`src/rtl/register_writeback_queue.sv`:
```
// Writeback queue in front of the 8x16 register file.
// Holds pending writes, drains the head onto the file's single write port
// one entry per cycle, and gives decode a hazard and bypass lookup over
// every write that has not reached the file yet.
module register_writeback_queue #(
  parameter int DEPTH      = 4,
  parameter int DATA_WIDTH = 16,
  parameter int ADDR_WIDTH = 3
) (
  input  logic                    clock,
  input  logic                    reset,
  input  logic                    enq_valid,
  output logic                    enq_ready,
  input  logic [ADDR_WIDTH-1:0]   enq_address,
  input  logic [DATA_WIDTH-1:0]   enq_data,
  input  logic                    rf_hold,
  output logic                    rf_load,
  output logic [ADDR_WIDTH-1:0]   rf_in_address,
  output logic [DATA_WIDTH-1:0]   rf_in_data,
  input  logic [ADDR_WIDTH-1:0]   query_address_a,
  input  logic [ADDR_WIDTH-1:0]   query_address_b,
  output logic                    hit_a,
  output logic                    hit_b,
  output logic [DATA_WIDTH-1:0]   bypass_data_a,
  output logic [DATA_WIDTH-1:0]   bypass_data_b,
  output logic [$clog2(DEPTH):0]  count,
  output logic                    empty,
  output logic                    full
);

  localparam int PTR_W = $clog2(DEPTH);
  localparam int CNT_W = PTR_W + 1;

  logic [PTR_W-1:0]      wr_ptr_q, wr_ptr_d;
  logic [PTR_W-1:0]      rd_ptr_q, rd_ptr_d;
  logic [CNT_W-1:0]      count_q, count_d;
  logic [DEPTH-1:0]      valid_q, valid_d;
  logic [ADDR_WIDTH-1:0] addr_q [DEPTH];
  logic [DATA_WIDTH-1:0] data_q [DEPTH];

  logic push;
  logic pop;

  // No same-cycle credit from a pop: a full queue refuses even while draining.
  assign empty     = (count_q == '0);
  assign full      = (count_q == CNT_W'(DEPTH));
  assign enq_ready = !full;
  assign count     = count_q;
  assign push      = enq_valid && enq_ready;
  assign rf_load   = !empty && !rf_hold;
  assign pop       = rf_load;

  assign rf_in_address = empty ? '0 : addr_q[rd_ptr_q];
  assign rf_in_data    = empty ? '0 : data_q[rd_ptr_q];

  // Next-state for pointers, occupancy count and per-entry valid bits.
  always_comb begin
    wr_ptr_d = wr_ptr_q;
    rd_ptr_d = rd_ptr_q;
    count_d  = count_q;
    valid_d  = valid_q;
    if (push) begin
      wr_ptr_d          = wr_ptr_q + PTR_W'(1);
      valid_d[wr_ptr_q] = 1'b1;
    end
    if (pop) begin
      rd_ptr_d          = rd_ptr_q + PTR_W'(1);
      valid_d[rd_ptr_q] = 1'b0;
    end
    case ({push, pop})
      2'b10:   count_d = count_q + CNT_W'(1);
      2'b01:   count_d = count_q - CNT_W'(1);
      default: count_d = count_q;
    endcase
  end

  // Control state; reset discards queued writes without draining them.
  always_ff @(posedge clock or negedge reset) begin
    if (!reset) begin
      wr_ptr_q <= '0;
      rd_ptr_q <= '0;
      count_q  <= '0;
      valid_q  <= '0;
    end else begin
      wr_ptr_q <= wr_ptr_d;
      rd_ptr_q <= rd_ptr_d;
      count_q  <= count_d;
      valid_q  <= valid_d;
    end
  end

  // Payload storage; contents are qualified by valid_q so no reset is needed.
  always_ff @(posedge clock) begin
    if (push) begin
      addr_q[wr_ptr_q] <= enq_address;
      data_q[wr_ptr_q] <= enq_data;
    end
  end

  // Walk oldest to youngest so the last match (youngest) wins.
  function automatic logic [DATA_WIDTH:0] lookup(input logic [ADDR_WIDTH-1:0] q);
    logic [PTR_W-1:0]    idx;
    logic [DATA_WIDTH:0] r;
    r = '0;
    for (int k = 0; k < DEPTH; k++) begin
      idx = rd_ptr_q + PTR_W'(k);
      if (valid_q[idx] && (addr_q[idx] == q)) begin
        r = {1'b1, data_q[idx]};
      end
    end
    return r;
  endfunction

  // Hazard lookup for read port A.
  always_comb begin
    {hit_a, bypass_data_a} = lookup(query_address_a);
  end

  // Hazard lookup for read port B.
  always_comb begin
    {hit_b, bypass_data_b} = lookup(query_address_b);
  end

endmodule

```
`config.mk`:
```
export PLATFORM = sky130hd
export DESIGN_NAME = register_writeback_queue
export DESIGN_NICKNAME = d
export VERILOG_FILES = /design/src/rtl/register_writeback_queue.sv
export SDC_FILE = /design/constraint.sdc
export NUM_CORES = 1
export LEC_CHECK = 0
export CAP_MARGIN = 30
export CORE_ASPECT_RATIO = 0.75
export CORE_MARGIN = 1.5
export CORE_UTILIZATION = 51
export DETAILED_ROUTE_END_ITERATION = 8
export PLACE_DENSITY = 0.76
export SLEW_MARGIN = 10
export SYNTH_ARGS = -nofsm -noshare
export SYNTH_HDL_FRONTEND = slang
export SYNTH_SLANG_ARGS = --single-unit
```
`constraint.sdc`:
```
create_clock -name clock -period 4.8 [get_ports clock]
set_input_delay 0.72 -clock clock [delete_from_list [all_inputs] [get_ports clock]]
set_output_delay 0.72 -clock clock [all_outputs]
set_load 0.02 [all_outputs]
```
# --- Word-level counts from Yosys, hierarchy flattened ---
# Memory sizes are Yosys's and may differ from the RTL's.
# Index checks and enable logic that the tools add are counted.
# W data, S select, Z words.
word_totals:
  reg_bits: 11
  ramBits: 76
  in_bits: 29
  output_inout_bits: 60
  wordCells: 77
  n_memories: 2
classes:
  addsub: 6
  order_cmp: 7
  eq_ne: 11
  mux: 27
  n_bitwise: 3
  n_reduce_logical: 17
mem_list:
  columns: ["name", "words", "word_bits", "read_ports", "rd_clocked_by_memory_dff", "wr", "line_no", "text"]
  rows:
  - ["data_q", 4, 16, 4, 0, 1, "39", "logic [DATA_WIDTH-1:0] data_q [DEPTH];"]
  - ["addr_q", 4, 3, 4, 0, 1, "38", "logic [ADDR_WIDTH-1:0] addr_q [DEPTH];"]
op_table:
  columns: ["cell", "n"]
  rows:
  - ["$mux W17", 8]
  - ["$eq A3 B3 Y1", 8]
  - ["$mux W16", 1]
  - ["$lt A2 B3 Y1 const B", 5]
  - ["$logic_and A1 B1 Y1", 12]
  - ["$bmux W1 S2", 4]
  - ["$mux W1", 8]
  - ["$mux W4", 2]
  - ["$pmux W3 S2", 1]
  - ["$add A2 B1 Y2 const B", 2]
  - ["$add A2 B2 Y2 const B", 2]
  - ["$and A4 B4 Y4", 1]
  - ["$demux W1 S2", 2]
  - ["$ge A2 B1 Y1 const B", 2]
  - ["$not A4 Y4", 1]
  - ["$or A4 B4 Y4", 1]
  - ["$add A3 B1 Y3 const B", 1]
  - ["$eq A3 B3 Y1 const B", 1]
  - ["$logic_not A1 Y1", 3]
  - ["$logic_not A3 Y1", 1]
  - ["$mux W3", 1]
  - ["$sub A3 B1 Y3 const B", 1]
  - ["$eq A2 B1 Y1 const B", 1]
  - ["$eq A2 B2 Y1 const B", 1]
  - ["$reduce_bool A2 Y1", 1]

# --- Longest topological paths before layout ---
depth:
  ltp_word: 8
  ltp_mapped: 16
  ltp_nobuf: 10

# --- Worst setup path before layout ---
# No wires, ideal clock.
synth_timing:
  kind: "reg2out"
  start: "reg rd_ptr_q[0]"
  end: "out bypass_data_a[10]"
  arrival_ns: 4.088
  required_time_ns: 4.080
  setup_slack_ns: -0.008
  stages_incl_launch_ff: 16
  n_path_buf: 8
  cell_sequence: "dfrtp_1 > buf_4 > buf_6 > buf_2 > buf_2 > buf_2 > inv_1 > ha_1 > buf_6 > mux4_2 > xor2_1 > or4b_1 > buf_2 > buf_6 > a211oi_1 > o31ai_1"
synth_between:
  elab_chain_len: 7
  word_cells_on_any_way: 25
  classes_between: "add/sub: 3; eq/ne: 4; mux: 12; reduce/logical: 4; memory: 2"
synth_lines:
  columns: ["element", "line_no", "text"]
  rows:
  - ["start: declaration", "35", "logic [PTR_W-1:0] rd_ptr_q, rd_ptr_d;"]
  - ["start signal: assignment", "86", "rd_ptr_q <= rd_ptr_d;"]
  - ["$add A2 B1 Y2 (tied with other cells)", "106", "idx = rd_ptr_q + PTR_W'(k);"]
  - ["$mem_v2 Z4 W3 (tied with other cells)", null, null]
  - ["$eq A3 B3 Y1 (tied with other cells)", "107", "if (valid_q[idx] && (addr_q[idx] == q)) begin"]
  - ["$logic_and A1 B1 Y1 / $mux W17 (equally long branches)", "107", null]
  - ["$mux W17 (2 in a row)", "107", null]
  - ["$mux W17 *", "107", null]
  - ["end: declaration", "24", "output logic [DATA_WIDTH-1:0] bypass_data_a,"]
# Every way passes the cells marked *; elsewhere a longest branch is shown, timed or not. The select of a mux whose other input is x is not followed.

# --- Worst setup path in the final report ---
# Same ends and word-level chain as after synthesis.

==> metrics.cfg <==
[route]
routed-via-count=5606
final_antenna_net_count=0
drt-wirelength-per-cell_um=25.4
routed_wl_mm=20.1
first_pass_iters=6
drt_iter0_drc=859
drc=0
vias_per_cell=7.06

[synth]
syn_inst=548
synth_area_leaders=edfxtp_1 (35%), mux4_2 (27%), nor4_1 (6.1%)
synth_top_area_cell=edfxtp_1
synth_cell_type_count=33
netlist.area_leader.share=0.346
syn_area_um2=6600
syn-num-nets=587
ys_ff_latch=87
ys_warn_count=0
seq_area_frac_synth=0.388
avgSynthCellArea_um2=12.0

[timing]
finalCritPeriodShare=0.975
relSlewSlack=0.478
tns_ps=0
fin_skew_ps=7.47
drv_slew=0
finalSetupViolCount=0
fin_crit_ps=4680
fmax_mhz=214
rsz0062_at_grt=false
hold_viol=0
worst_pin_slew_ps=782

[cts]
cts_buffer_depth=2
worstSkewPairLatency_ps=350
cts.sinks=87
clkSlewWorstSetupHoldPaths_ps=70
root_buffer=clkbuf_16
cts_max_level=3
hold_buffers=0
cts_buffers=9
cts_tree=done

[setup_path]
crit_required_ps=4080
crit_fanout=17
crit_arrival_ps=3960
end_kind=primary output
crit_path_start_kind=register
ff2ff_setup_slack_ps=2230
criticalPathCategory=register to primary output

[cells_and_area]
area_growth_pct=23.2
antenna_cells=0
multi_input_area_um2=3830
seq_area_um2=2560
num-nets-final=662
drive_gt1_frac=0.226
n_fill_cell=951

[grt]
grt.overflow.total=0
grt_max_degree=43
grt_pass1_wl_mm=31.4
grt_pass1_vias=5509
antenna_found_initial=0
grt_usage=0.309

[placed_design]
io_buffer_count=88
dp_hpwl_mm=14.2
gp_congestion=0.977

[floorplan]
rows=35
dieArea_um2=13600
die_h_um=101
core_um2=12400
io_pins=89
start_util=0.530
fp.dieW_um=134

[run_status]
status=completed

[hold_path]
hp-class=register to register

[job]
drv_cap=0

## final cells by class
cell class	count	area share
well taps	166	0.0256
clock buffers	9	0.0277
inverters	11	0.00508
flip-flops and latches	87	0.315
repair buffers	116	0.143
multi-input cells	398	0.472
clock inverters	7	0.0112
## cell families (layout without fill, tap and decap cells)
family	Yosys count	after routing	synth area share
AO/OA/AOI/OAI	86	86	0.0835
XOR/XNOR	29	29	0.0396
adder cells (fa/ha/maj)	10	10	0.0201
buffers and inverters	63	143	0.0438
flip-flops	87	87	0.388
multiplexers	81	81	0.275
AND/OR/NAND/NOR	192	192	0.151
## state kept, by name, summed over array words and instances (netlist names)
register,cells
wr_ptr_q,2
addr_q,12
valid_q,4
rd_ptr_q,2
data_q,64
count,3
## worst paths after layout
path	startpoint	end	depth (start not counted)
max	rd_ptr_q[0]$_DFFE_PN0N_	bypass_data_a[10]	9
min	count[0]$_DFFE_PN0P_	count[0]$_DFFE_PN0P_	1
max reg2reg	count[2]$_DFFE_PN0P_	count[2]$_DFFE_PN0P_	9
min reg2reg	count[0]$_DFFE_PN0P_	count[0]$_DFFE_PN0P_	1
max in group asynchronous	reset	rd_ptr_q[0]$_DFFE_PN0N_	1
min in group asynchronous	reset	count[1]$_DFFE_PN0P_	1
## through the flow
stage / std cells / util / cell area (um2) / worst slack (ps) / hold slack (ps)
final: 794 / 0.653 / 8130 / 121 / 542
after global routing: 794 / 0.653 / 8130 / 51.6 / 570
after CTS: 794 / 0.651 / 8090 / 31.5 / 541
after detailed placement: 778 / 0.625 / 7770 / 283 / 532
after global placement: 774 / 0.617 / 7670 / 383 / 523
after floorplan: 548 / - / 6640 / 63.6 / 424
## worst max-delay path: stages (launching register included)
cell and delay (ps):
dfrtp_4 480, inv_1 160, ha_4 240, mux4_2 590, xor2_4 250, or4b_4 660, buf_4 220, a211oi_1 340
o31ai_2 110, clkdlybuf4s50_1 550
## Yosys cell counts
cell type  number
mux4_2         80
edfxtp_1       76
nand2_1        67
nor4_1         64
a211oi_1       32
clkbuf_1       30
nor2_1         24
o21ai_0        24
nor2b_1        17
o31ai_1        16
xnor2_1        15
xor2_1         13
buf_2          12
dfrtp_1        11
inv_1          11
o21ai_1        10
ha_1            9
a21oi_1         4
and3_1          4
and4_1          4
buf_1           4
buf_6           4
nand4_1         4
buf_4           2
nor3_1          2
or4b_1          2
and2_1          1
fa_1            1
mux2i_1         1
nand3_1         1
nor4b_1         1
or4b_2          1
xor2_2          1
## placed cells by master, fill, tap and decap left out, types with 7 or more instances in the layout
cell type and n:
nor4_1 64, o21ai_1 10, dfrtp_1 10, a211oi_1 32, nor2_1 24, inv_1 11, mux4_2 80, nor2b_1 17
o21ai_0 24, xnor2_1 15, ha_1 8, clkdlybuf4s50_1 88, buf_4 22, nand2_1 67, clkbuf_16 9, xor2_1 13
edfxtp_1 76, o31ai_2 9, o31ai_1 7
## metal layers
metal | vias up | wire length, um | global-route usage
li1 | 2368 | - | -
met1 | 2734 | 7940 | 0.428
met2 | 424 | 8960 | 0.466
met3 | 80 | 2590 | 0.102
met4 | 0 | 648 | 0.107
met5 | - | 0 | 0
## repair_timing
item,CTS,global route
resized for setup,1,7
setup endpoints to repair,9,25
buffers inserted,0,0
Power is left out: the tool's default activity adds up to more than one toggle a clock period on the data nets, which glitch-free logic cannot reach.
